## config.mk

```make
export PLATFORM = sky130hd
export DESIGN_NAME = pc_gen
export DESIGN_NICKNAME = d
export VERILOG_FILES = /design/src/rtl/pc_gen.sv
export SDC_FILE = /design/constraint.sdc
export NUM_CORES = 1
export LEC_CHECK = 0
export ABC_AREA = 1
export ABC_CLOCK_PERIOD_IN_PS = 9100
export CAP_MARGIN = 20
export CORE_ASPECT_RATIO = 0.9
export CORE_UTILIZATION = 52
export CTS_BUF_LIST = sky130_fd_sc_hd__clkbuf_8 sky130_fd_sc_hd__clkbuf_16
export CTS_CLUSTER_DIAMETER = 150
export DETAILED_ROUTE_END_ITERATION = 8
export GPL_ROUTABILITY_DRIVEN = 1
export PLACE_DENSITY = 0.77
export SYNTH_ARGS = -nofsm -noshare
export SYNTH_HDL_FRONTEND = slang
export SYNTH_SLANG_ARGS = --single-unit
```

## constraint.sdc

```tcl
create_clock -name clk -period 9.1 [get_ports clk]
set_input_delay 1.82 -clock clk [delete_from_list [all_inputs] [get_ports clk]]
set_output_delay 1.82 -clock clk [all_outputs]
set_load 0.01 [all_outputs]
```

## src/rtl/pc_gen.sv

```systemverilog
// Fetch-stage program-counter generator: five-way next-PC select with a circular
// return-address stack, target alignment check and a post-reset boot cycle.
module pc_gen #(
  parameter int unsigned              ADDR_WIDTH  = 64,
  parameter logic [ADDR_WIDTH-1:0]    RESET_ADDR  = '0,
  parameter int unsigned              INSTR_BYTES = 4,
  parameter int unsigned              RAS_DEPTH   = 4
) (
  input  logic                  clk,
  input  logic                  reset,
  input  logic                  stall,
  input  logic                  trap_valid,
  input  logic [ADDR_WIDTH-1:0] trap_target,
  input  logic                  redirect_valid,
  input  logic [ADDR_WIDTH-1:0] redirect_target,
  input  logic                  pred_taken,
  input  logic [ADDR_WIDTH-1:0] pred_target,
  input  logic                  call,
  input  logic                  ret,
  output logic [ADDR_WIDTH-1:0] pc_reg,
  output logic                  pc_valid,
  output logic                  misaligned,
  output logic                  ras_empty,
  output logic                  ras_full
);

  localparam int unsigned PtrW = (RAS_DEPTH > 1) ? $clog2(RAS_DEPTH) : 1;
  localparam int unsigned CntW = PtrW + 1;
  localparam logic [ADDR_WIDTH-1:0] Incr      = ADDR_WIDTH'(INSTR_BYTES);
  localparam logic [ADDR_WIDTH-1:0] AlignMask = ~(Incr - ADDR_WIDTH'(1));
  localparam logic [CntW-1:0]       CntMax    = CntW'(RAS_DEPTH);

  logic [ADDR_WIDTH-1:0] pc_q, pc_d;
  logic                  pc_valid_q, pc_valid_d;
  logic                  misaligned_q, misaligned_d;
  logic [PtrW-1:0]       top_q, top_d;
  logic [CntW-1:0]       cnt_q, cnt_d;
  logic [ADDR_WIDTH-1:0] ras_q [RAS_DEPTH];

  logic                  ras_we;
  logic [PtrW-1:0]       ras_wptr;
  logic [ADDR_WIDTH-1:0] seq_pc;
  logic [ADDR_WIDTH-1:0] tgt;
  logic                  take_tgt;
  logic                  pop;

  assign seq_pc = pc_q + Incr;

  always_comb begin
    pc_d         = pc_q;
    pc_valid_d   = 1'b1;
    misaligned_d = 1'b0;
    top_d        = top_q;
    cnt_d        = cnt_q;
    ras_we       = 1'b0;
    ras_wptr     = top_q;
    tgt          = '0;
    take_tgt     = 1'b0;
    pop          = 1'b0;

    if (!pc_valid_q) begin
      // Boot edge: only pc_valid rises, every other input is ignored.
    end else if (trap_valid) begin
      tgt      = trap_target;
      take_tgt = 1'b1;
    end else if (redirect_valid) begin
      tgt      = redirect_target;
      take_tgt = 1'b1;
    end else if (stall) begin
      // Hold everything.
    end else begin
      pop = ret && (cnt_q != '0);
      if (pop) begin
        tgt      = ras_q[top_q];
        take_tgt = 1'b1;
      end else if (pred_taken) begin
        tgt      = pred_target;
        take_tgt = 1'b1;
      end else begin
        pc_d = seq_pc;
      end

      if (call) begin
        ras_we = 1'b1;
        // With a simultaneous pop the new return address reuses the popped slot.
        if (!pop) begin
          ras_wptr = top_q + PtrW'(1);
          top_d    = top_q + PtrW'(1);
          if (cnt_q != CntMax) cnt_d = cnt_q + CntW'(1);
        end
      end else if (pop) begin
        top_d = top_q - PtrW'(1);
        cnt_d = cnt_q - CntW'(1);
      end
    end

    if (take_tgt) begin
      pc_d         = tgt & AlignMask;
      misaligned_d = |(tgt & ~AlignMask);
    end
  end

  always_ff @(posedge clk or negedge reset) begin
    if (!reset) begin
      pc_q         <= RESET_ADDR;
      pc_valid_q   <= 1'b0;
      misaligned_q <= 1'b0;
      top_q        <= '0;
      cnt_q        <= '0;
    end else begin
      pc_q         <= pc_d;
      pc_valid_q   <= pc_valid_d;
      misaligned_q <= misaligned_d;
      top_q        <= top_d;
      cnt_q        <= cnt_d;
    end
  end

  // Entry contents are don't-care after reset, so the storage has no reset.
  always_ff @(posedge clk) begin
    if (ras_we) ras_q[ras_wptr] <= seq_pc;
  end

  assign pc_reg     = pc_q;
  assign pc_valid   = pc_valid_q;
  assign misaligned = misaligned_q;
  assign ras_empty  = (cnt_q == '0);
  assign ras_full   = (cnt_q == CntMax);

endmodule
```

; ---- Word level (Yosys, flattened, before mapping)
; Memories as Yosys holds them, arrays and structs flattened.
; Cells that the tools add are included.
; Widths: inputs -> output; s select.
[word_totals]
register_bits = 71
ramBits = 256
input_bits = 200
out_inout_bits = 68
mem_count = 1
[mem_list]
columns = name, words, word_bits, rd, rd_ports_with_merged_regs, write_ports, line_no
row1 = ras_q, 4, 64, 1, 0, 1, 38  ; logic [ADDR_WIDTH-1:0] ras_q [RAS_DEPTH];
[op_classes]
addsub = 5
n_eq_ne = 8
muxes = 39
bitwise = 3
n_reduce_logical = 10
[op_table]
columns = cell, n
row1 = $mux 64, 13
row2 = $add 64x3->64 const B, 1
row3 = $mux 2, 8
row4 = $mux 1, 14
row5 = $mux 3, 4
row6 = $ne 2x1->1 const B, 4
row7 = $reduce_and 7->1, 1
row8 = $reduce_and 6->1, 1
row9 = $reduce_bool 2->1, 3
row10 = $reduce_and 5->1, 1
row11 = $ne 2x2->1 const B, 2
row12 = $add 3x1->3 const B, 1
row13 = $eq 3x3->1 const B, 1
row14 = $logic_not 3->1, 1
row15 = $ne 3x3->1 const B, 1
row16 = $not 1->1, 3
row17 = $reduce_bool 3->1, 1
row18 = $sub 3x1->3 const B, 1
row19 = $add 2x1->2 const B, 1
row20 = $reduce_or 2->1, 1
row21 = $sub 2x1->2 const B, 1
row22 = $logic_and 1x1->1, 1

; ---- Logic depth before layout (Yosys ltp)
[depth]
ltp_word = 9
ltp_mapped = 13
ltp_nobuf = 12

; ---- Worst setup path before layout
; OpenSTA, ideal clock, no wires.
[synth_path]
kind = in2reg
start = input port trap_valid
end = memory ras_q[1][10], enable pin
t_arrival_ps = 5435
required_time_ps = 8618
setup_slack_ps = 3183
stages = 9
cell_sequence = buf_2 > inv_2 > buf_2 > nand3_1 > nor2_1 > nand2_1 > xor2_1 > nand2b_1 > nor2_1
[synth_via]
elab_chain_cells = 4
[synth_lines]
columns = item, line_no
row1 = start: declaration, 12  ; input logic trap_valid,
row2 = $mux 1, 63  ; end else if (trap_valid) begin
row3 = $mux 1, 61  ; if (!pc_valid_q) begin
row4 = $mux 1, 121  ; if (ras_we) ras_q[ras_wptr] <= seq_pc;
row5 = $mux 1 (implied by the code), 121
row6 = end: declaration, 38
; Parallel ways exist; a longest one is shown, timed or not.

; ---- Worst setup path after layout
[layout_path]
start = input port stall
end = memory ras_q[1][46], enable pin
[layout_via]
elab_chain_cells = 6
[layout_lines]
columns = item, line_no
row1 = start: declaration, 11  ; input logic stall,
row2 = $mux 1, 69  ; end else if (stall) begin
row3 = $mux 1, 66  ; end else if (redirect_valid) begin
row4 = $mux 1, 63
row5 = $mux 1, 61
row6 = $mux 1, 121
row7 = $mux 1 (implied by the code), 121
; Parallel ways exist; a longest one is shown, timed or not.

==> flow_summary.yaml <==
flow_run:
  max-cap-violations: 0
layout:
  final_util: 0.653
  max_reg_flops: 248
  fin_cells: 2915
  antennaDiodeCount: 0
  drive_above_1_share: 0.0614
  areaGrowthSynthToFinish_pct: 23.1
  num-nets-final: 2668
route:
  dr.pass1.iters: 5
  final_routed_wirelength_mm: 59.6
  detail_route.drc_violations: 0
  postRouteAntennaNets: 0
  vias_per_cell: 5.66
  wire_length_per_cell_um: 20.4
  drt_iter0_markers: 1724
  detailroute.via_count: 16491
clocking:
  path_clk_slew_ns: 0.06
  post_cts.repair.setup_buffers: 0
  cts_resized: 0
  cts_buffers: 35
  clock_insertion_delay_worst_skew_ns: 0.53
  numClockSinks: 317
  clock-root-buffer: "clkbuf_16"
  hold_buffers_post_cts: 0
  cts-htree-levels: 2
  clock_tree.buffer_depth: 3
  cts_tree: "built"
power:
  swShare: 0.364
  comb_power_share: 0.312
  power_density_nw_per_um2: 222
  total_switching_power_w: 0.00175
  power.clock.fraction: 0.291
  p_seq_frac: 0.397
  intPower_w: 0.00306
  power.ir.vdd_worst_mv: 0.223
  overall_power_of_the_completed_layout_w: 0.00481
  total_leakage_power_nw: 9.10
floorplanning:
  fp.dieW_um: 196
  pin_count: 268
  placeable_area_um2: 33100
  placement_rows: 63
  dieArea_um2: 34500
  die_y_um: 176
  start_util: 0.531
grt:
  grt_total_ovfl: 0
  grt_pass1_wl_mm: 90.6
  grt_start_max_net_pins: 71
  grtUsageTotal: 0.347
  antenna_found_initial: 0
  first_global_vias: 15757
critical_path:
  worst_r2r_endpoint: "ras_q[1][46]"
  critical-path-top-delay-family: "simple AND/OR/NAND/NOR gates"
  start_kind: "input port"
  worst_setup_path_end_kind: "flip-flop"
  crit_arrival_ns: 5.49
  critical_path.max_stage_delay_ns: 0.86
  timing.reg2reg.worst_path_depth: 6
  cp_num_buf_inv: 3
  worstReg2RegStart: "top_q[0]"
  criticalPathCategory: "in -> reg"
  critPathMaxFanout: 43
  slowest_stage: "nor2_4"
  timing.critical_path.cells: "clkdlybuf4s50_1 > nor2_4 > buf_4 > nand3_1 > nor2_1 > nand2_1 > xor2_1 > nand2b_1 > nor2_4 > buf_4"
  required_time_reported_for_the_critical_path_endpoint_ns: 9.25
  reg2reg_setup_slack_ns: 5.08
timing:
  rsz0062_at_grt: "no"
  timing_hold_violations_final: 0
  setup-tns-final_ns: 0
  achievable-frequency_mhz: 187
  worst_slew_margin_rel: 0.256
  drv_slew: 0
  worst_slack_ns: 3.77
  worstMarginPinSlew_ns: 1.11
  finalSetupViolCount: 0
  post-route-period-util: 0.586
  min_period_ns: 5.33
  fin_worst_skew_ns: 0.0218
synth:
  synth_largest_type_area_fraction: 0.424
  synthesis.yosys.warnings: 0
  synth.largest_area_cell: "edfxtp_1"
  synth-seq-cells: 317
  most_frequently_used_cell_type_in_the_post_synthesis_netlist: "nand2_1"
  synth_ff_type: "edfxtp_1"
  postSynth.asyncResetShare: 0.218
  post_synth_instance_area_um2: 17600
  avgSynthCellArea_um2: 7.79
  synth_area_leaders: "edfxtp_1, nand2_1, dfrtp_1, nand3_1, a21oi_1"
  synth.top_cells.by_count: "nand2_1, edfxtp_1, nand3_1"
  synth.lib_cells_used.distinct: 39
  number_of_flops_mapped_to_enable_cells_by_yosys: 248
  sequential_element_share_of_the_synthesized_area: 0.522
  cells_after_synthesis: 2254
placement:
  setup_slack_after_placement_ns: 3.20
  buffer_ports.inserted: 265
  gp_congestion: 0.965
  hpwlAfterDp_mm: 40.9
  placedCellCount: 2847
status:
  run_status: "finished clean"
hold_path:
  hold_path_depth: 2
  hold_end: "cnt_q[2]"
  worst_hold_path_type: "reg -> reg"
  hold_start: "cnt_q[2]"
[worst max-delay path by stage]
stage	from	endpoint	slack, ns	cells past startpoint
after floorplan	trap_valid	ras_q[1][10]	3.18	9
after global placement	stall	ras_q[2][43]	3.30	11
after detailed placement	stall	ras_q[3][44]	3.20	11
after CTS	stall	ras_q[2][40]	3.71	11
after global routing	stall	ras_q[1][46]	3.56	10
final	stall	ras_q[1][46]	3.77	10
[kinds of logic after synthesis]
family	synth area share
xor+xnor	0.0130
compound gates	0.0645
buf+inv	0.0583
other cells	0.000427
fa+ha+maj	0.00185
simple gates	0.340
flops	0.522
[through the flow]
stage,hold WS [ns],area (um^2)
2_1_floorplan,0.501,17600
3_3_place_gp,0.526,20400
3_5_place_dp,0.549,20400
4_1_cts,0.562,21500
5_1_grt,0.589,21600
6_report,0.569,21600
[layer usage]
metal  share of wire  global-route usage
met5               0                   0
met3           0.099              0.0571
met4           0.031               0.122
met1            0.42               0.489
met2            0.45               0.545
[placed cells by master (no fill, tap or decap), types with 21 or more instances in the layout]
cell type        instances
clkbuf_16               36
buf_4                   21
nor2_1                 123
o21ai_0                 56
clkdlybuf4s50_1        261
o21ai_1                 29
a21oi_1                134
dfrtp_1                 67
nand2_1                991
edfxtp_1               248
inv_1                  128
nand3_1                235
[power by group through the flow]
stage / clock network (W) / logic, W / registers (W)
floorplan: 0 / 0.000976 / 0.00184
global placement: 0 / 0.00143 / 0.00193
detailed placement: 0 / 0.00148 / 0.00193
CTS: 0.00140 / 0.00149 / 0.00190
global route: 0.00146 / 0.00167 / 0.00191
finish: 0.00140 / 0.00150 / 0.00191
[cell type report]
class	count	area [um^2]
tap	422	528
sequential	317	9180
clock buffer	38	928
clock inverter	26	206
inverter	129	484
timing repair buffer	289	2870
multi-input combinational	1694	7430
fill	2784	11500
[tightest hold or removal path: cells and delay by family, from the launching register on]
kind / cells / cell delay (ns)
simple gates: 1 / 0.07
compound gates: 1 / 0.07
flops: 1 / 0.38
No activity file was read; power rests on OpenSTA's default activity.
